## src/rtl/imem_fetch_ctrl_pkg.sv

```systemverilog
// imem_pkg: shared FSM state encoding and instruction-memory sizing
package imem_pkg;
  localparam int INST_W = 32;
  localparam int DEFAULT_MEM_SIZE = 16;
  typedef enum logic [1:0] {IDLE = 2'd0, RUN = 2'd1, HALT = 2'd2} state_t;
endpackage

```

## src/rtl/imem_fetch_ctrl_if.sv

```systemverilog
// imem_fetch_ctrl_if: memory read port, decode handshake and redirect bundle
interface imem_fetch_ctrl_if #(parameter int ADDR_W = 32);
  import imem_pkg::*;
  logic [ADDR_W-1:0] imem_addr;
  logic [INST_W-1:0] imem_rdata;
  logic [INST_W-1:0] inst;
  logic [ADDR_W-1:0] inst_pc;
  logic inst_valid;
  logic inst_ready;
  logic redirect_valid;
  logic [ADDR_W-1:0] redirect_pc;
  modport master (
    output imem_addr, inst, inst_pc, inst_valid,
    input  imem_rdata, inst_ready, redirect_valid, redirect_pc
  );
  modport slave (
    input  imem_addr, inst, inst_pc, inst_valid,
    output imem_rdata, inst_ready, redirect_valid, redirect_pc
  );
endinterface

```

## src/rtl/imem_fetch_ctrl_pc_next.sv

```systemverilog
// imem_pc_next: sequential/redirect next-PC and bounds check (IMEM_BOUNDS_HALT_EN selects halt vs wrap)
module imem_pc_next #(
  parameter int MEM_SIZE = 16,
  parameter int ADDR_W = 32
) (
  input  logic [ADDR_W-1:0] pc,
  input  logic [ADDR_W-1:0] redirect_pc,
  output logic [ADDR_W-1:0] seq_pc,
  output logic [ADDR_W-1:0] tgt_pc,
  output logic              oob
);
`ifdef IMEM_BOUNDS_HALT_EN
  assign seq_pc = pc + ADDR_W'(1);
  assign tgt_pc = redirect_pc;
  assign oob = pc >= ADDR_W'(MEM_SIZE);
`else
  assign seq_pc = (pc == ADDR_W'(MEM_SIZE - 1)) ? '0 : pc + ADDR_W'(1);
  assign tgt_pc = redirect_pc % ADDR_W'(MEM_SIZE);
  assign oob = 1'b0;
`endif
endmodule

```

## src/rtl/imem_fetch_ctrl.sv

```systemverilog
// imem_fetch_ctrl: PC owner and fetch FSM feeding decode (IMEM_BOUNDS_HALT_EN enables end-of-program halt)
module imem_fetch_ctrl
  import imem_pkg::*;
#(
  parameter int MEM_SIZE = DEFAULT_MEM_SIZE,
  parameter int ADDR_W = 32,
  parameter int unsigned RESET_PC = 0
) (
  input  logic clk,
  input  logic rst_n,
  input  logic start,
  output logic halted,
  imem_fetch_ctrl_if.master bus
);
  state_t state_q, state_d;
  logic [ADDR_W-1:0] pc_q, pc_d, inst_pc_q, inst_pc_d, seq_pc, tgt_pc;
  logic [INST_W-1:0] inst_q, inst_d;
  logic valid_q, valid_d, oob, fire;

  imem_pc_next #(.MEM_SIZE(MEM_SIZE), .ADDR_W(ADDR_W)) u_pc_next (
    .pc(pc_q),
    .redirect_pc(bus.redirect_pc),
    .seq_pc(seq_pc),
    .tgt_pc(tgt_pc),
    .oob(oob)
  );

  assign fire = !valid_q || bus.inst_ready;
  assign bus.imem_addr = pc_q;
  assign bus.inst = inst_q;
  assign bus.inst_pc = inst_pc_q;
  assign bus.inst_valid = valid_q;
  assign halted = state_q == HALT;

  // next state: redirect beats fetch/stall; a fire past the end halts instead of capturing
  always_comb begin
    state_d = state_q;
    pc_d = pc_q;
    inst_d = inst_q;
    inst_pc_d = inst_pc_q;
    valid_d = valid_q;
    case (state_q)
      IDLE: if (start) begin
        state_d = RUN;
        pc_d = ADDR_W'(RESET_PC);
      end
      RUN: if (bus.redirect_valid) begin
        pc_d = tgt_pc;
        valid_d = 1'b0;
      end else if (fire && oob) begin
        state_d = HALT;
        valid_d = 1'b0;
      end else if (fire) begin
        inst_d = bus.imem_rdata;
        inst_pc_d = pc_q;
        valid_d = 1'b1;
        pc_d = seq_pc;
      end
      HALT: valid_d = bus.inst_ready ? 1'b0 : valid_q;
      default: state_d = IDLE;
    endcase
  end

  // state and output register; reset drops any in-flight instruction
  always_ff @(posedge clk or negedge rst_n) begin
    if (!rst_n) begin
      state_q <= IDLE;
      pc_q <= ADDR_W'(RESET_PC);
      inst_q <= '0;
      inst_pc_q <= '0;
      valid_q <= 1'b0;
    end else begin
      state_q <= state_d;
      pc_q <= pc_d;
      inst_q <= inst_d;
      inst_pc_q <= inst_pc_d;
      valid_q <= valid_d;
    end
  end
endmodule

```

## src/flat_wrapper.sv

```systemverilog
// flat-port wrapper written by rule: the top's interface ports become plain ports
module imem_fetch_ctrl_flat import imem_pkg::*;
#(
  parameter int MEM_SIZE = DEFAULT_MEM_SIZE,
  parameter int ADDR_W = 32,
  parameter int unsigned RESET_PC = 0
)
  (clk, rst_n, start, halted, bus_imem_addr, bus_inst, bus_inst_pc, bus_inst_valid, bus_imem_rdata, bus_inst_ready, bus_redirect_valid, bus_redirect_pc);
  imem_fetch_ctrl_if #(.ADDR_W(ADDR_W)) bus_i ();
  input  logic clk;
  input  logic rst_n;
  input  logic start;
  output logic halted;
  output wire logic [$bits(bus_i.imem_addr)-1:0] bus_imem_addr;
  output wire logic [$bits(bus_i.inst)-1:0] bus_inst;
  output wire logic [$bits(bus_i.inst_pc)-1:0] bus_inst_pc;
  output wire logic [$bits(bus_i.inst_valid)-1:0] bus_inst_valid;
  input wire logic [$bits(bus_i.imem_rdata)-1:0] bus_imem_rdata;
  input wire logic [$bits(bus_i.inst_ready)-1:0] bus_inst_ready;
  input wire logic [$bits(bus_i.redirect_valid)-1:0] bus_redirect_valid;
  input wire logic [$bits(bus_i.redirect_pc)-1:0] bus_redirect_pc;
  assign bus_imem_addr = bus_i.imem_addr;
  assign bus_inst = bus_i.inst;
  assign bus_inst_pc = bus_i.inst_pc;
  assign bus_inst_valid = bus_i.inst_valid;
  assign bus_i.imem_rdata = bus_imem_rdata;
  assign bus_i.inst_ready = bus_inst_ready;
  assign bus_i.redirect_valid = bus_redirect_valid;
  assign bus_i.redirect_pc = bus_redirect_pc;
  imem_fetch_ctrl #(.MEM_SIZE(MEM_SIZE), .ADDR_W(ADDR_W), .RESET_PC(RESET_PC)) u_core (.clk(clk), .rst_n(rst_n), .start(start), .halted(halted), .bus(bus_i));
endmodule
```

## config.mk

```make
export PLATFORM = sky130hd
export DESIGN_NAME = imem_fetch_ctrl_flat
export DESIGN_NICKNAME = d
export VERILOG_FILES = /design/src/rtl/imem_fetch_ctrl_pkg.sv /design/src/rtl/imem_fetch_ctrl_if.sv /design/src/rtl/imem_fetch_ctrl_pc_next.sv /design/src/rtl/imem_fetch_ctrl.sv /design/src/flat_wrapper.sv
export SDC_FILE = /design/constraint.sdc
export NUM_CORES = 1
export LEC_CHECK = 0
export CAP_MARGIN = 20
export CORE_MARGIN = 10
export CORE_UTILIZATION = 56
export CTS_BUF_LIST = sky130_fd_sc_hd__clkbuf_16
export CTS_CLUSTER_SIZE = 25
export DETAILED_ROUTE_END_ITERATION = 10
export DONT_BUFFER_PORTS = 1
export GPL_ROUTABILITY_DRIVEN = 0
export PLACE_DENSITY = 0.71
export SLEW_MARGIN = 10
export SYNTH_ARGS = -nofsm -noshare
export SYNTH_HDL_FRONTEND = slang
export SYNTH_SLANG_ARGS = --single-unit
```

## constraint.sdc

```tcl
create_clock -name clk -period 5.3 [get_ports clk]
set_input_delay 0.53 -clock clk [delete_from_list [all_inputs] [get_ports clk]]
set_output_delay 0.53 -clock clk [all_outputs]
set_load 0.02 [all_outputs]
```

==> impl_metrics.tcl <==
set metrics [dict create \
    final_cell_mix "dfrtp_1, mux2_2, nor2_1" \
    crit_buf_inv 0 \
    worstSetupPathType "register to register" \
    yosys.area_share.simple_pct 14.37 \
    worst_path_largest_cell_delay_ps 650 \
    cp_cell_sequence "ha_1 > nand3_1 > or4_4 > a21oi_4 > nor4_1" \
    final_nets 408 \
    holdWs_ps 102.9 \
    period_needed_ps 2692 \
    clockBufferDepth 2 \
    place.port_buffers 0 \
    wirelength_um 9421 \
    vias 2571 \
    finalCritPeriodShare_pct 50.80 \
    grt_pass1_wl_um 15150 \
    mostFrequentLayoutCell "dfrtp_1" \
    num_rows 31 \
    synth_seq_cells 98 \
    synth_fa_ha_area_share_pct 0.2962 \
    critPathLaunchType "register" \
    dpl_cell_area_sq_mm 0.004274 \
    overflow 0 \
    ys_types 38 \
    setup_viol 0 \
    drv_slew 0 \
    numCtsBuffers 9 \
    critical_path.top_delay_family "simple AND/OR/NAND/NOR gates" \
    postCtsSetupRepairBufs 0 \
    grt.total_usage_pct 16.61 \
    drive_above_1_share_pct 25.66 \
    antenna_found_initial 0 \
    crit_fanout 28 \
    synthXorXnorAreaFrac_pct 5.806 \
    start_util_pct 57.93 \
    crit_path_end_kind "register" \
    pwr_density_cell_mw_per_mm2 358.0 \
    postRouteAntennaNets 0 \
    design_area_sq_mm 0.004603 \
    finalHoldViolCount 0 \
    status "complete, no violations" \
    avgViaCountPerCell 5.817 \
    worst_pin_slew_ps 960.4 \
    p_leak_nw 1.993 \
    synth_top_family_by_area "multiplexers" \
    grt_max_degree 99 \
    arrival_ps 2870 \
    min_path_type "input port to async pin" \
    wl_per_cell_um 21.31 \
    cts_tree "yes" \
    synthCells 339 \
    h-tree-depth 3 \
    synth_nets 409 \
    clkLatencyLatePin_ps 340 \
    hpwl_um 6771 \
    synth_compound_area_share_pct 2.873 \
    clkTransAtPathRegs_ps 70 \
    fp.dieH_um 106.9 \
    cts-root-buf "clkbuf_16" \
    clock_skew_ps 5.726 \
    synth_warnings 0 \
    vdd_drop_max_v 0.0002117 \
    grt_pass1_vias 2726 \
    area_delta_synth_final_pct 8.975 \
    synth_area_per_cell_sq_um 12.46 \
    fin_setup_tns_ps 0 \
    die_x_um 106.9 \
    slew_headroom_pct 35.74 \
    core_area_sq_mm 0.007292 \
    drc_errors 0 \
    num_io_pins 167 \
    worst_ep_required_time_ps 5480 \
    first_pass_iters 4 \
    antennaDiodeCount 0 \
    maxCapViolations 0 \
    rsz0062_at_grt "no" \
    netlist_area_sq_mm 0.004224 \
    ys_seq_area_share_pct 58.06 \
    die_area_sq_mm 0.01142 \
    drtIter0Drc 138 \
    synth_mux_area_share_pct 16.00 \
    slowest_stage "or4_4" \
    cts.sinks 98 \
    clock.fmax_ghz 0.3715 \
]
-- registers in the layout (all words and copies together) (netlist names) --
signal,flops
u_core.bus.inst_pc,32
u_core.bus.inst,32
u_core.bus.inst_valid,1
u_core.bus.imem_addr,32
u_core.state_q,1
-- synthesized netlist by cell type (all sizes together) --
cell	number	share of area [%]
or4	3	0.62
or2	2	0.30
conb	1	0.089
nor3	11	1.7
xor2	7	1.5
and4bb	1	0.39
nor2b	2	0.30
or3	1	0.15
o21ai	11	1.3
xnor2	21	4.4
mux2	60	16
nor4	15	2.6
a21oi	3	0.62
buf	12	1.8
ha	1	0.30
inv	6	0.53
nand4	6	0.89
nor3b	1	0.18
and3	2	0.30
and4	5	1.0
a21o	1	0.18
nor2	33	2.9
dfrtp	98	58
nand2	18	1.6
o21bai	1	0.18
clkbuf	2	0.18
nand3	11	1.3
nand2b	1	0.15
a32oi	2	0.41
a22oi	1	0.18
-- power by group --
group	internal, mW	switching [mW]
clock network	0.370	0.279
logic	0.0513	0.0513
registers	0.794	0.102
-- repair_timing --
item | 4_1_cts | 5_1_grt
hold buffers | 1 | 0
endpoints found under the hold margin | 98 | 0
gates resized for setup | 0 | 0
setup endpoints to repair | 0 | 0
-- cell type report --
type / instances / area, sq um
Clock buffer: 9 / 225.2
Clock inverter: 7 / 76.32
Fill cell: 614 / 2689
Inverter: 6 / 22.52
Multi-Input combinational cell: 221 / 1668
Sequential cell: 98 / 2452
Tap cell: 99 / 123.9
Timing Repair Buffer: 2 / 35.03
-- cells by family after synthesis --
family / Yosys count
muxes: 60
xor gates and xnor gates: 28
and+or+nand+nor: 112
AOI/OAI and AO/OA: 19
other: 1
adders and majority gates: 1
buffers and inverters: 20
DFF: 98
-- path summary, 6_finish.rpt --
path                                               from                       end  slack, ps  cells past startpoint
worst min-delay path                              rst_n        u_core.bus.inst[8]        100                      1
worst min register to register   u_core.bus.inst_pc[15]    u_core.bus.inst_pc[15]        640                      2
max in group asynchronous                         rst_n     u_core.bus.inst_valid       4830                      1
worst max-delay path            u_core.bus.imem_addr[0]  u_core.bus.imem_addr[22]       2610                      5
min in group clk                                  start         u_core.state_q[0]        310                      1
worst max register to register  u_core.bus.imem_addr[0]  u_core.bus.imem_addr[22]       2610                      5
-- metal layers --
layer / global-route usage, % / wire length [um] / vias up
met4: 5.513 / 142 / 0
li1: - / - / 1188
met1: 17.86 / 3619 / 1267
met5: 0 / 0 / -
met2: 27.13 / 4513 / 102
met3: 9.341 / 1145 / 14
-- stage by stage --
| stage | cells | util [%] | worst slack (ps) | total power [mW] |
|---|---|---|---|---|
| 6_report | 442 | 63.13 | 2608 | 1.648 |
| 3_3_place_gp | 425 | 58.61 | 2616 | 0.9942 |
| 3_5_place_dp | 425 | 58.61 | 2567 | 1.001 |
| 2_1_floorplan | 339 | - | 3129 | 0.9744 |
| 4_1_cts | 442 | 63.13 | 2561 | 1.672 |
| 5_1_grt | 442 | 63.13 | 2422 | 1.717 |
Power figures use the tool's default switching activity.
